<file path="src/rtl/score_keeper.sv">
// score_keeper
//
// Game-state and score accumulator for Piano Tiles. Counts tile hits and
// misses while a game is running, sequences IDLE -> PLAY -> OVER, keeps a
// session high score and publishes a frame-stable copy of the live score
// so the two-digit renderer never tears mid-frame.
//
// Parameters:
//   MAX_SCORE   saturation value and win threshold (<= 63)
//   MAX_MISSES  number of misses that ends the game (1..3)
//
// Ports:
//   Clk          in   1  system (pixel) clock
//   Reset_n      in   1  asynchronous active-low reset
//   start        in   1  pulse, begins a new game from IDLE or OVER
//   hit          in   1  pulse, correct tile pressed
//   miss         in   1  pulse, tile missed or wrong key
//   frame_start  in   1  pulse at start of vertical blank
//   score        out  6  live score sampled at frame boundaries
//   high_score   out  6  best final score since reset
//   misses       out  2  misses in the current game (live)
//   playing      out  1  high while in PLAY
//   game_over    out  1  high while in OVER
module score_keeper #(
  parameter int MAX_SCORE  = 63,
  parameter int MAX_MISSES = 3
) (
  input  logic       Clk,
  input  logic       Reset_n,
  input  logic       start,
  input  logic       hit,
  input  logic       miss,
  input  logic       frame_start,
  output logic [5:0] score,
  output logic [5:0] high_score,
  output logic [1:0] misses,
  output logic       playing,
  output logic       game_over
);

  localparam logic [5:0] SCORE_CAP = 6'(MAX_SCORE);
  localparam logic [1:0] MISS_CAP  = 2'(MAX_MISSES);

  // Encoding chosen so each status output is a single state flop bit,
  // which keeps playing/game_over glitch-free without extra registers.
  typedef enum logic [1:0] {
    IDLE = 2'b00,
    PLAY = 2'b01,
    OVER = 2'b10
  } state_t;

  state_t     state;
  state_t     next_state;
  logic [5:0] live_score;
  logic [5:0] live_next;
  logic [1:0] miss_next;
  logic       game_ends;
  logic       game_begins;

  // Saturating next values of both counters as they would be after this
  // edge in PLAY; the end-of-game test looks at these so a simultaneous
  // hit is already included when a miss finishes the game.
  always_comb begin
    live_next = live_score;
    miss_next = misses;
    if (hit && (live_score < SCORE_CAP)) begin
      live_next = live_score + 6'd1;
    end
    if (miss && (misses < MISS_CAP)) begin
      miss_next = misses + 2'd1;
    end
    game_ends   = (miss_next >= MISS_CAP) || (live_next >= SCORE_CAP);
    game_begins = (state != PLAY) && start;
  end

  // State register.
  always_ff @(posedge Clk or negedge Reset_n) begin
    if (!Reset_n) begin
      state <= IDLE;
    end else begin
      state <= next_state;
    end
  end

  // Next-state logic; start is ignored while a game is running.
  always_comb begin
    next_state = state;
    case (state)
      IDLE:    if (start) next_state = PLAY;
      PLAY:    if (game_ends) next_state = OVER;
      OVER:    if (start) next_state = PLAY;
      default: next_state = IDLE;
    endcase
  end

  // Output decode straight from state flop bits.
  always_comb begin
    playing   = state[0];
    game_over = state[1];
  end

  // Live counters: cleared on entry to PLAY (a coincident hit is dropped),
  // updated only while in PLAY.
  always_ff @(posedge Clk or negedge Reset_n) begin
    if (!Reset_n) begin
      live_score <= 6'd0;
      misses     <= 2'd0;
    end else if (game_begins) begin
      live_score <= 6'd0;
      misses     <= 2'd0;
    end else if (state == PLAY) begin
      live_score <= live_next;
      misses     <= miss_next;
    end
  end

  // High score captures the final score on the same edge PLAY -> OVER.
  always_ff @(posedge Clk or negedge Reset_n) begin
    if (!Reset_n) begin
      high_score <= 6'd0;
    end else if ((state == PLAY) && game_ends && (live_next > high_score)) begin
      high_score <= live_next;
    end
  end

  // Frame shadow: takes the registered live score, so a hit or start on
  // the frame_start edge shows up only at the following frame.
  always_ff @(posedge Clk or negedge Reset_n) begin
    if (!Reset_n) begin
      score <= 6'd0;
    end else if (frame_start) begin
      score <= live_score;
    end
  end

endmodule
</file>
<file path="config.mk">
export PLATFORM = sky130hd
export DESIGN_NAME = score_keeper
export DESIGN_NICKNAME = d
export VERILOG_FILES = /design/src/rtl/score_keeper.sv
export SDC_FILE = /design/constraint.sdc
export NUM_CORES = 1
export LEC_CHECK = 0
export ABC_AREA = 1
export ABC_CLOCK_PERIOD_IN_PS = 2350
export BUFFER_PORTS_ARGS = -buffer_cell sky130_fd_sc_hd__buf_2
export CORE_AREA = 2 2 56 58
export CTS_CLUSTER_DIAMETER = 100
export DETAILED_ROUTE_END_ITERATION = 7
export DIE_AREA = 0 0 58 60
export PLACE_DENSITY = 0.72
export SYNTH_ARGS = -nofsm -noshare
export SYNTH_HDL_FRONTEND = slang
export SYNTH_SLANG_ARGS = --single-unit
</file>
<file path="constraint.sdc">
create_clock -name Clk -period 2.35 [get_ports Clk]
set_input_delay 0.1175 -clock Clk [delete_from_list [all_inputs] [get_ports Clk]]
set_output_delay 0.1175 -clock Clk [all_outputs]
set_load 0.01 [all_outputs]
</file>
Word level (Yosys, flattened, before mapping). Index checks and enable logic that the tools add are counted.

Add/subtract/negate cells: 2. Magnitude comparators: 5. Equal/unequal tests: 5. Muxes and demuxes: 9. Reductions and logical operators: 10.

Operators by type and width (count): two-way mux 6 bit (3); two-way mux 2 bit (5); adder 6 x 1 -> 6 bit (second input constant) (1); greater-or-equal comparator 6 bit (second input constant) (1); greater-than comparator 6 bit (1); < comparator 6 bit (second input constant) (1); logical AND 1 bit (5); != test 2 x 1 -> 1 bit (second input constant) (2); case mux 2 bit (2 select lines) (1); adder 2 x 1 -> 2 bit (second input constant) (1); == test 2 x 1 -> 1 bit (second input constant) (1); == test 2 bit (second input constant) (1); greater-or-equal comparator 2 bit (second input constant) (1); logical NOT 2 bit (1); < comparator 2 bit (second input constant) (1); != test 2 bit (second input constant) (1); AND reduction 2 bit (1); nonzero test 2 bit (1); OR reduction 2 bit (1); logical OR 1 bit (1).

Bits in registers: 22. Input bits: 6. Output and inout bits: 16. Word-level logic and storage cells: 36.

Longest topological paths before layout. Gate-level depths: netlist (run 1).

Depth in word-level cells: 7. Gate-level depth with buffers: 17. Mapped depth without buffers: 17.

Worst setup path before layout (run 1). OpenSTA, ideal clock, no wires.

Path type: register to register. From: register live_score[0]. To: register high_score[4]. Library setup time: 117 ps. Data arrival time: 2151 ps. Required time: 2233 ps. Setup slack: 82 ps. Cell stages (with the launch flop): 18. Buffers on the path: 0. Clock period less this slack: 2268 ps. Path through: dfrtp_1 > ha_1 > nand2_2 > nor2_2 > nand2_2 > nand2_4 > inv_2 > nand2_2 > nand2_1 > nand2_4 > ha_1 > nand3_1 > nor3_2 > nor2_4 > nor2_8 > nand2_4 > nand2_1 > nand2_1.

Word-level cells in the longest chain between the ends: 7. Elaborated cells on any way between the ends: 9. Classes of those cells: 1 x add/sub; 3 x order compare; 1 x mux; 4 x reduce/logical.

Ends and longest elaborated chain: from (decl) (RTL line 54) `logic [5:0] live_score;`; from (signal assigned) (RTL line 112) `live_score <= live_next;`; < comparator 6 bit (RTL line 66) `if (hit && (live_score < SCORE_CAP)) begin`; logical AND 1 bit (RTL line 66); two-way mux 6 bit (*) (RTL line 66); named net live_next[5] (RTL line 55) `logic [5:0] live_next;`; greater-or-equal comparator 6 bit (RTL line 72) `game_ends = (miss_next >= MISS_CAP) || (live_next >= SCORE_CAP);`; logical OR 1 bit (RTL line 72); logical AND 1 bit (RTL line 121) `end else if ((state == PLAY) && game_ends && (live_next > high_score)) begin`; logical AND 1 bit (*) (RTL line 121); to (signal assigned) (RTL line 122) `high_score <= live_next;`; to (decl) (RTL line 35) `output logic [5:0] high_score,`.

The timed path passes the listed nets; every way through them passes the cells marked *. A chain may end at the register's enable or synchronous reset.

Worst setup path after layout (run 1).
From: register live_score[0]. To: register high_score[5].

The elaborated chain is that of the path after synthesis.

==> impl_metrics.ini, run 1 <==
[run_status]
status = finished, final reports clean

[clock_network]
cts.sinks = 22
clk-insertion-delay-late_ns = 0.33
htreeDepth = 1
cts.clk_slew.worst_paths_ns = 0.14
clk_path_buf_depth = 2
cts_root_buf = clkbuf_4
cts_tree = yes
cts_buffers = 3

[routing]
wl_met2_mm = 1.80
dr.pass1.iters = 4
wl_met3_um = 122
detail-route-antenna-nets = 0
drtIter0Drc = 32
vias = 1268
wl_met1_mm = 1.36
vias_per_cell = 5.28
drt-total-wl_mm = 3.34
drc = 0
routedWlPerCell_um = 13.9
top_layer = met4

[setup_path]
end_kind = flip-flop
worst-path-stages = 17
path_buf_inv = 1
crit_fanout = 7
reg2regPathDepth = 17
cpPeakStageDelay_ns = 0.38
crit_path_start_kind = flip-flop
arrival_ns = 2.55
crit_type = reg -> reg
r2r_slack_ns = 0.03
cp_common_cell = nand2_2
crit_family = simple AND/OR/NAND/NOR gates
cp_data_required_time_ns = 2.58
cp_cell_sequence = ha_2 -> nand2_2 -> nor2_4 -> nand2_4 -> nand2_4 -> nand2_2 -> nand2_2 -> inv_2 -> ha_4 -> a21o_1 -> nand4_1 -> nand2_2 -> nor2_4 -> nor2_8 -> nand2_4 -> nand2_2 -> nand2_2
crit_path_top_delay_cell = dfrtp_1

[power_and_ir_drop]
p_sw_mw = 1.04
pwr-share-clk_pct = 13.1
combPwrFrac_pct = 60.3
total_power_mw = 2.31
p_sw_share_pct = 45.2
p_leak_nw = 0.943
internal_power_mw = 1.26
power_per_cell_area_nw_per_um2 = 1260
ir_worst_vdd_uv = 782
seq_power_share_pct = 26.6

[logic_synthesis]
syn-num-nets = 180
synth-adder-area-share_pct = 6.45
ys_ff_latch = 22
synth_top_family_by_area = simple AND/OR/NAND/NOR gates
synth_simple_gate_area_share_pct = 35.2
muxShareOfSynthArea_pct = 0
ys_warn_count = 0
syn_area_um2 = 1360
synth_compound_area_share_pct = 9.03
synth.distinct_cells = 26
synth_xor_area_share_pct = 1.29
syn_avg_cell_area_um2 = 8.13
synthCells = 167
ys_seq_area_share_pct = 40.6

[job]
cap_violations = 0

[timing]
setup_ws_ns = 0.0265
fin_crit_sh_pct = 98.9
hold_viol = 0
hold_ws_ns = 0.0972
worst_pin_slew_ns = 0.505
fin_skew_ns = 0.00913
rsz0062_at_grt = yes
max-slew-margin-rel_pct = 66.3
setup_violations = 0
period_needed_ns = 2.32
slew_violations = 0
max_freq_mhz = 430

[global_routing]
grt_pass1_wl_mm = 5.26
grt_max_degree = 23
grt_usage_pct = 19.9
antenna_found_initial = 0
grt.overflow.total = 0
grt_pass1_vias = 1211

[floorplan]
io_pins = 22
row_count = 20
die_x_um = 58
start_util_pct = 46.8
die_height_um = 60
floorplan.die_area_um2 = 3480
core_region_area_um2 = 2900

[layout]
fin_nets = 221
drive_above_1_share_pct = 39.1
final_common_cell = nand2_1
mostFrequentLayoutCells = nand2_1, inv_1, dfrtp_1, buf_2
syn2layout_area_growth_pct = 35.3
antenna_cells = 0
final_cell_count_no_fill = 240
fin_area_um2 = 1840

[placed_design]
dp.cells = 226
portBuffers = 21
post-place-ws_ns = -0.0594
place_congestion = 0.911
dp_hpwl_mm = 2.35
place_area_um2 = 1550

[worst_hold_path]
hp-class = in -> reg
hold_path_depth = 2
-- final cells by class --
cell class                 count  area [um^2]
multi-input combinational    118          852
clock buffer                   3         22.5
inverter                      26         97.6
timing repair buffer          37          243
clock inverter                 1         30.0
tap                           33         41.3
sequential                    22          551
fill                         228         1070
-- worst reg2reg max path, cell delays in order (launching register included) --
cell and delay [ns]:
dfrtp_1 0.38, ha_2 0.20, nand2_2 0.08, nor2_4 0.15
nand2_4 0.08, nand2_4 0.09, nand2_2 0.07, nand2_2 0.08
inv_2 0.06, ha_4 0.27, a21o_1 0.11, nand4_1 0.12
nand2_2 0.12, nor2_4 0.05, nor2_8 0.13, nand2_4 0.09
nand2_2 0.08, nand2_2 0.05
-- metrics by stage --
step / util (%) / TNS [ns]
2_1_floorplan: - / 0
3_3_place_gp: 53.2 / 0
3_5_place_dp: 53.2 / -0.312
4_1_cts: 57.8 / 0
5_1_grt: 63.3 / -0.485
6_report: 63.3 / 0
-- logic make-up after synthesis --
group / after synthesis
AO/OA/AOI/OAI: 20
AND/OR/NAND/NOR: 89
flip-flops: 22
adder cells (fa/ha/maj): 7
XOR/XNOR: 2
buffers and inverters: 27
-- power by group through the flow --
stage	sequential [mW]	combinational [mW]	clock [mW]
after floorplan	0.651	0.718	0
after global placement	0.607	1.04	0
after detailed placement	0.612	1.08	0
after CTS	0.607	1.16	0.307
after global routing	0.628	1.54	0.311
final	0.612	1.39	0.302
-- per-layer routing --
metal	global-route usage (%)	up-vias
li1	-	618
met1	24.1	615
met2	35.9	27
met3	2.16	8
met4	8.31	0
met5	0	-
-- worst paths after layout --
path                                from            end
max reg2reg                live_score[0]  high_score[5]
max in group asynchronous        Reset_n  high_score[5]
max                        live_score[0]  high_score[5]
min reg2reg                     state[0]       state[0]
min                          frame_start       score[4]
min in group asynchronous        Reset_n       score[1]
-- what timing repair did --
action / in CTS / in global routing
setup endpoints to repair: 6 / 6
pin swaps: 5 / 14
setup buffers: 3 / 5
hold buffers: 2 / 0
hold endpoints to repair: 23 / 0
resized for setup: 6 / 24
-- synthesized netlist by cell type (all sizes together) --
cell type / count / area, um^2
a21o: 1 / 7.51
a21oi: 9 / 56.3
clkbuf: 1 / 3.75
dfrtp: 22 / 551
ha: 7 / 87.6
inv: 26 / 97.6
nand2: 49 / 219
nand3: 18 / 103
nand3b: 1 / 7.51
nand4: 2 / 12.5
nor2: 17 / 116
nor3: 2 / 20.0
o21ai: 4 / 20.0
o21bai: 1 / 7.51
o22ai: 5 / 31.3
xnor2: 1 / 8.76
xor2: 1 / 8.76
-- flip-flops by register name (all words and copies together) (netlist names) --
register,cells
state,2
high_score,6
score,6
misses,2
live_score,6
Power figures use the tool's default switching activity.
==> run 2: changes to the inputs <==
--- a/config.mk
+++ b/config.mk
@@ -13,6 +13,7 @@
 export DETAILED_ROUTE_END_ITERATION = 7
 export DIE_AREA = 0 0 58 60
 export PLACE_DENSITY = 0.72
+export RECOVER_POWER = 50
 export SYNTH_ARGS = -nofsm -noshare
 export SYNTH_HDL_FRONTEND = slang
 export SYNTH_SLANG_ARGS = --single-unit
==> run 2 against run 1 <==
Net effect: clock-buffer cell count unchanged; cell area down 0.14%; utilization down 0.086 points; via count unchanged; register-to-register slack about the same; critical path depth unchanged; flip-flop and latch count unchanged; critical path type unchanged; highest routed layer unchanged; non-clock buffer count unchanged; cell count unchanged; largest power group unchanged.
==> impl_metrics.ini, run 2 (same netlist as run 1, synthesis figures left out) <==
[routing]
vias_per_cell = 5.28
drtIter0Drc = 32
vias = 1268
dr.pass1.iters = 4
drt-total-wl_mm = 3.34
routedWlPerCell_um = 13.9
drc = 0
detail-route-antenna-nets = 0

[global_routing]
grt_pass1_vias = 1211
grt.overflow.total = 0
grt_pass1_wl_mm = 5.26
grt_usage_pct = 19.9
grt_max_degree = 23
antenna_found_initial = 0

[clock_network]
htreeDepth = 1
cts.sinks = 22
cts_buffers = 3
clk_path_buf_depth = 2
cts.clk_slew.worst_paths_ns = 0.14
cts_tree = yes
clk-insertion-delay-late_ns = 0.33
cts_root_buf = clkbuf_4

[floorplan]
io_pins = 22
die_height_um = 60
start_util_pct = 46.8
row_count = 20
core_region_area_um2 = 2900
die_x_um = 58
floorplan.die_area_um2 = 3480

[timing]
fin_crit_sh_pct = 98.8
fin_skew_ns = 0.00810
rsz0062_at_grt = yes
max_freq_mhz = 431
worst_pin_slew_ns = 1.21
max-slew-margin-rel_pct = 19.6
period_needed_ns = 2.32
setup_violations = 0
hold_viol = 0
slew_violations = 0

[placed_design]
place_congestion = 0.911
dp.cells = 226
place_area_um2 = 1550
portBuffers = 21
dp_hpwl_mm = 2.35

[power_and_ir_drop]
ir_worst_vdd_uv = 782
p_leak_nw = 0.938
p_sw_share_pct = 45.3
seq_power_share_pct = 26.6
combPwrFrac_pct = 60.3
pwr-share-clk_pct = 13.1
internal_power_mw = 1.26
power_per_cell_area_nw_per_um2 = 1260
p_sw_mw = 1.04

[setup_path]
cp_data_required_time_ns = 2.58
crit_type = reg -> reg
arrival_ns = 2.55
crit_path_start_kind = flip-flop
end_kind = flip-flop
crit_fanout = 7

[layout]
top_regs = high_score (6), live_score (6), score (6)
drive_above_1_share_pct = 38.2
final_cell_count_no_fill = 240
fillCellCount = 230
mostFrequentLayoutCells = nand2_1, inv_1, dfrtp_1, buf_2
syn2layout_area_growth_pct = 35.1
antenna_cells = 0
fin_area_um2 = 1830
fin_nets = 221
final_common_cell = nand2_1
multi_input_area_um2 = 852
regArea_um2 = 551

[run_status]
status = finished, final reports clean

[worst_hold_path]
hp-class = in -> reg

[job]
cap_violations = 0
run 2: layout make-up:
class | count | area share, %
multi-input combinational | 118 | 46.5
tap | 33 | 2.25
clock inverter | 1 | 1.64
sequential | 22 | 30.0
inverter | 26 | 5.32
timing repair buffer | 37 | 13.1
clock buffer | 3 | 1.23
run 2: worst paths after layout:
kind | startpoint | end | slack, ns | depth (start not counted)
max in group asynchronous | Reset_n | high_score[5] | 1.09 | 2
worst min register to register | state[0] | state[0] | 0.49 | 1
min in group asynchronous | Reset_n | score[1] | 0.54 | 2
worst max-delay path | live_score[0] | high_score[5] | 0.03 | 17
worst min-delay path | frame_start | score[4] | 0.1 | 2
worst max register to register | live_score[0] | high_score[5] | 0.03 | 17
run 2: worst max-delay path, stage by stage, from the launching register on:
cell and delay [ns]:
dfrtp_1 0.38, ha_2 0.20, nand2_2 0.08, nor2_4 0.15, nand2_4 0.08, nand2_4 0.09, nand2_2 0.07, nand2_2 0.08
inv_2 0.06, ha_4 0.27, a21o_1 0.11, nand4_1 0.12, nand2_2 0.12, nor2_4 0.05, nor2_8 0.13, nand2_4 0.09
nand2_2 0.08, nand2_2 0.05
run 2: repair_timing:
| action | 4_1_cts | 5_1_grt |
|---|---|---|
| buffers inserted | 3 | 5 |
| gates resized for setup | 6 | 24 |
| hold buffers | 2 | 0 |
| gates cloned | 0 | 0 |
| endpoints found under the setup margin | 6 | 6 |
| pin swaps | 5 | 14 |
| hold endpoints to repair | 23 | 0 |
run 2: through the flow:
| stage | utilization [%] | worst slack [ns] | hold slack [ns] | TNS, ns | power, mW |
|---|---|---|---|---|---|
| 2_1_floorplan | - | 0.0821 | -0.178 | 0 | 1.37 |
| 5_1_grt | 63.2 | -0.0911 | 0.135 | -0.485 | 2.48 |
| 6_report | 63.2 | 0.0279 | 0.0985 | 0 | 2.30 |
| 3_3_place_gp | 53.2 | 0.0722 | 0.106 | 0 | 1.65 |
| 3_5_place_dp | 53.2 | -0.0594 | 0.125 | -0.312 | 1.69 |
| 4_1_cts | 57.8 | 0.00605 | 0.0913 | 0 | 2.07 |
run 2: power by group through the flow:
stage               Clock [mW]  Sequential [mW]  Combinational (mW)
floorplan                    0            0.651               0.718
global placement             0            0.607                1.04
detailed placement           0            0.612                1.08
CTS                      0.307            0.607                1.16
global route             0.311            0.629                1.54
finish                   0.301            0.612                1.39
run 2: routing by layer:
metal	wire length (um)	GRT usage, %	up-vias
met5	0	0	-
met4	61	8.31	0
met3	122	2.16	8
met2	1800	35.9	27
met1	1360	24.1	615
li1	-	-	618
==> run 3: changes to the inputs <==
==> constraint.sdc (replaced) <==
create_clock -name Clk -period 2.35 [get_ports Clk]
set_input_delay 0.235 -clock Clk [delete_from_list [all_inputs] [get_ports Clk]]
set_output_delay 0.235 -clock Clk [all_outputs]
set_load 0.01 [all_outputs]
==> run 3 against run 2 <==
Net effect: cell count is 0.42% lower; sequential share of layout area rose by 0.14 points; clock power hardly changed; wire length increased by 0.15%; clock skew shrank 0.0015 ns; fmax barely moved; via count down 0.16%; total power hardly changed; largest power group unchanged; first-iteration DRC count rose by 6.3%.
==> impl_metrics.ini, run 3 (same netlist as run 1, synthesis figures left out) <==
[timing]
fin_tns_setup_ns = 0
fin_skew_ns = 0.00664
fin_crit_sh_pct = 98.9
hold_viol = 0
max-slew-margin-rel_pct = 19.3
max_freq_mhz = 430
rsz0062_at_grt = yes
worst_pin_slew_ns = 1.21
period_needed_ns = 2.32
slew_violations = 0
setup_violations = 0

[job]
cap_violations = 0

[clock_network]
cts_tree = yes
cts_root_buf = clkbuf_4
cts.sinks = 22
htreeDepth = 1
cts_buffers = 3
clk-insertion-delay-late_ns = 0.33
cts.clk_slew.worst_paths_ns = 0.13
clk_path_buf_depth = 2

[power_and_ir_drop]
power_per_cell_area_nw_per_um2 = 1260
pwr-share-clk_pct = 13.1
total_power_mw = 2.30
seq_power_share_pct = 26.6
ir_worst_vdd_uv = 785
internal_power_mw = 1.26
p_sw_mw = 1.04
p_sw_share_pct = 45.3
p_leak_nw = 0.936
combPwrFrac_pct = 60.4

[routing]
drc = 0
drtIter0Drc = 34
drt-total-wl_mm = 3.34
vias_per_cell = 5.30
routedWlPerCell_um = 14.0
dr.pass1.iters = 4
detail-route-antenna-nets = 0
vias = 1266

[layout]
syn2layout_area_growth_pct = 34.5
finalCoreUtilization_pct = 62.9
fillCellCount = 231
mostFrequentLayoutCells = nand2_1, inv_1, dfrtp_1, buf_2
antenna_cells = 0
fin_nets = 220
final_common_cell = nand2_1
drive_above_1_share_pct = 38.8
top_regs = high_score (6), live_score (6), score (6)

[global_routing]
antenna_found_initial = 0
grt_max_degree = 23
grt_pass1_vias = 1210
grt.overflow.total = 0
grt_usage_pct = 20.0
grt_pass1_wl_mm = 5.27

[floorplan]
row_count = 20
die_height_um = 60
start_util_pct = 46.8
die_x_um = 58
floorplan.die_area_um2 = 3480
io_pins = 22
core_region_area_um2 = 2900

[setup_path]
crit_type = reg -> reg
arrival_ns = 2.55
crit_path_top_delay_cell = dfrtp_1
cp_cell_sequence = ha_2 -> nand2_2 -> nor2_4 -> nand2_4 -> nand2_4 -> nand2_2 -> nand2_2 -> inv_2 -> ha_4 -> a21o_1 -> nand4_1 -> nand2_2 -> nor2_4 -> nor2_8 -> nand2_4 -> nand2_2 -> nand2_2
cp_data_required_time_ns = 2.58
crit_fanout = 7
cpPeakStageDelay_ns = 0.38
crit_path_start_kind = flip-flop
end_kind = flip-flop
cp_common_cell = nand2_2
path_buf_inv = 1
crit_family = simple AND/OR/NAND/NOR gates

[placed_design]
portBuffers = 21
dp_hpwl_mm = 2.35
place_congestion = 0.911

[run_status]
status = finished, final reports clean

[worst_hold_path]
hp-class = in -> reg
==> run 3: cell type report <==
type	instances	area, um^2	share of cell area [%]
clock buffer	3	22.5	1.23
inverter	26	97.6	5.35
clock inverter	1	30.0	1.64
multi-input combinational	118	852	46.7
sequential	22	551	30.2
tap	33	41.3	2.26
timing repair buffer	36	231	12.7
==> run 3: layer usage <==
layer  track usage [%]  part of all wire [%]  vias up
met5                 0                     0        -
met4              8.31                   1.9        0
met3              2.16                   3.7        6
met2              35.9                    54       23
met1              24.3                    41      620
li1                  -                     -      617
==> run 3: final timing paths <==
| check | from | endpoint | slack, ns | cells after the start |
|---|---|---|---|---|
| worst max-delay path | live_score[0] | high_score[5] | 0.03 | 17 |
| min in group asynchronous | Reset_n | score[1] | 0.66 | 2 |
| worst max register to register | live_score[0] | high_score[5] | 0.03 | 17 |
| worst min register to register | state[0] | state[0] | 0.49 | 1 |
| worst min-delay path | start | state[1] | 0.09 | 2 |
| max in group asynchronous | Reset_n | high_score[0] | 0.97 | 2 |
==> run 3: metrics by stage <==
stage	hold slack, ns	area, um^2	std cells	setup slack, ns
6_report	0.0880	1830	239	0.0270
5_1_grt	0.109	1830	239	-0.0911
4_1_cts	0.0860	1670	234	0.00605
3_5_place_dp	0.243	1550	226	-0.0594
3_3_place_gp	0.223	1550	226	0.0722
2_1_floorplan	-0.0606	1360	167	0.0821
==> run 3: power groups by stage <==
stage	logic (mW)	registers [mW]	clock network (mW)
after CTS	1.15	0.607	0.307
after global routing	1.54	0.628	0.311
after global placement	1.04	0.607	0
final	1.39	0.612	0.301
after detailed placement	1.08	0.612	0
after floorplan	0.718	0.651	0
==> run 3: repair_timing <==
| action | 4_1_cts | 5_1_grt |
|---|---|---|
| setup buffers | 3 | 5 |
| hold endpoints to repair | 22 | 0 |
| pin swaps | 5 | 14 |
| gates resized for setup | 6 | 24 |
| hold buffers | 1 | 0 |
| cloned | 0 | 0 |
| endpoints found under the setup margin | 6 | 6 |
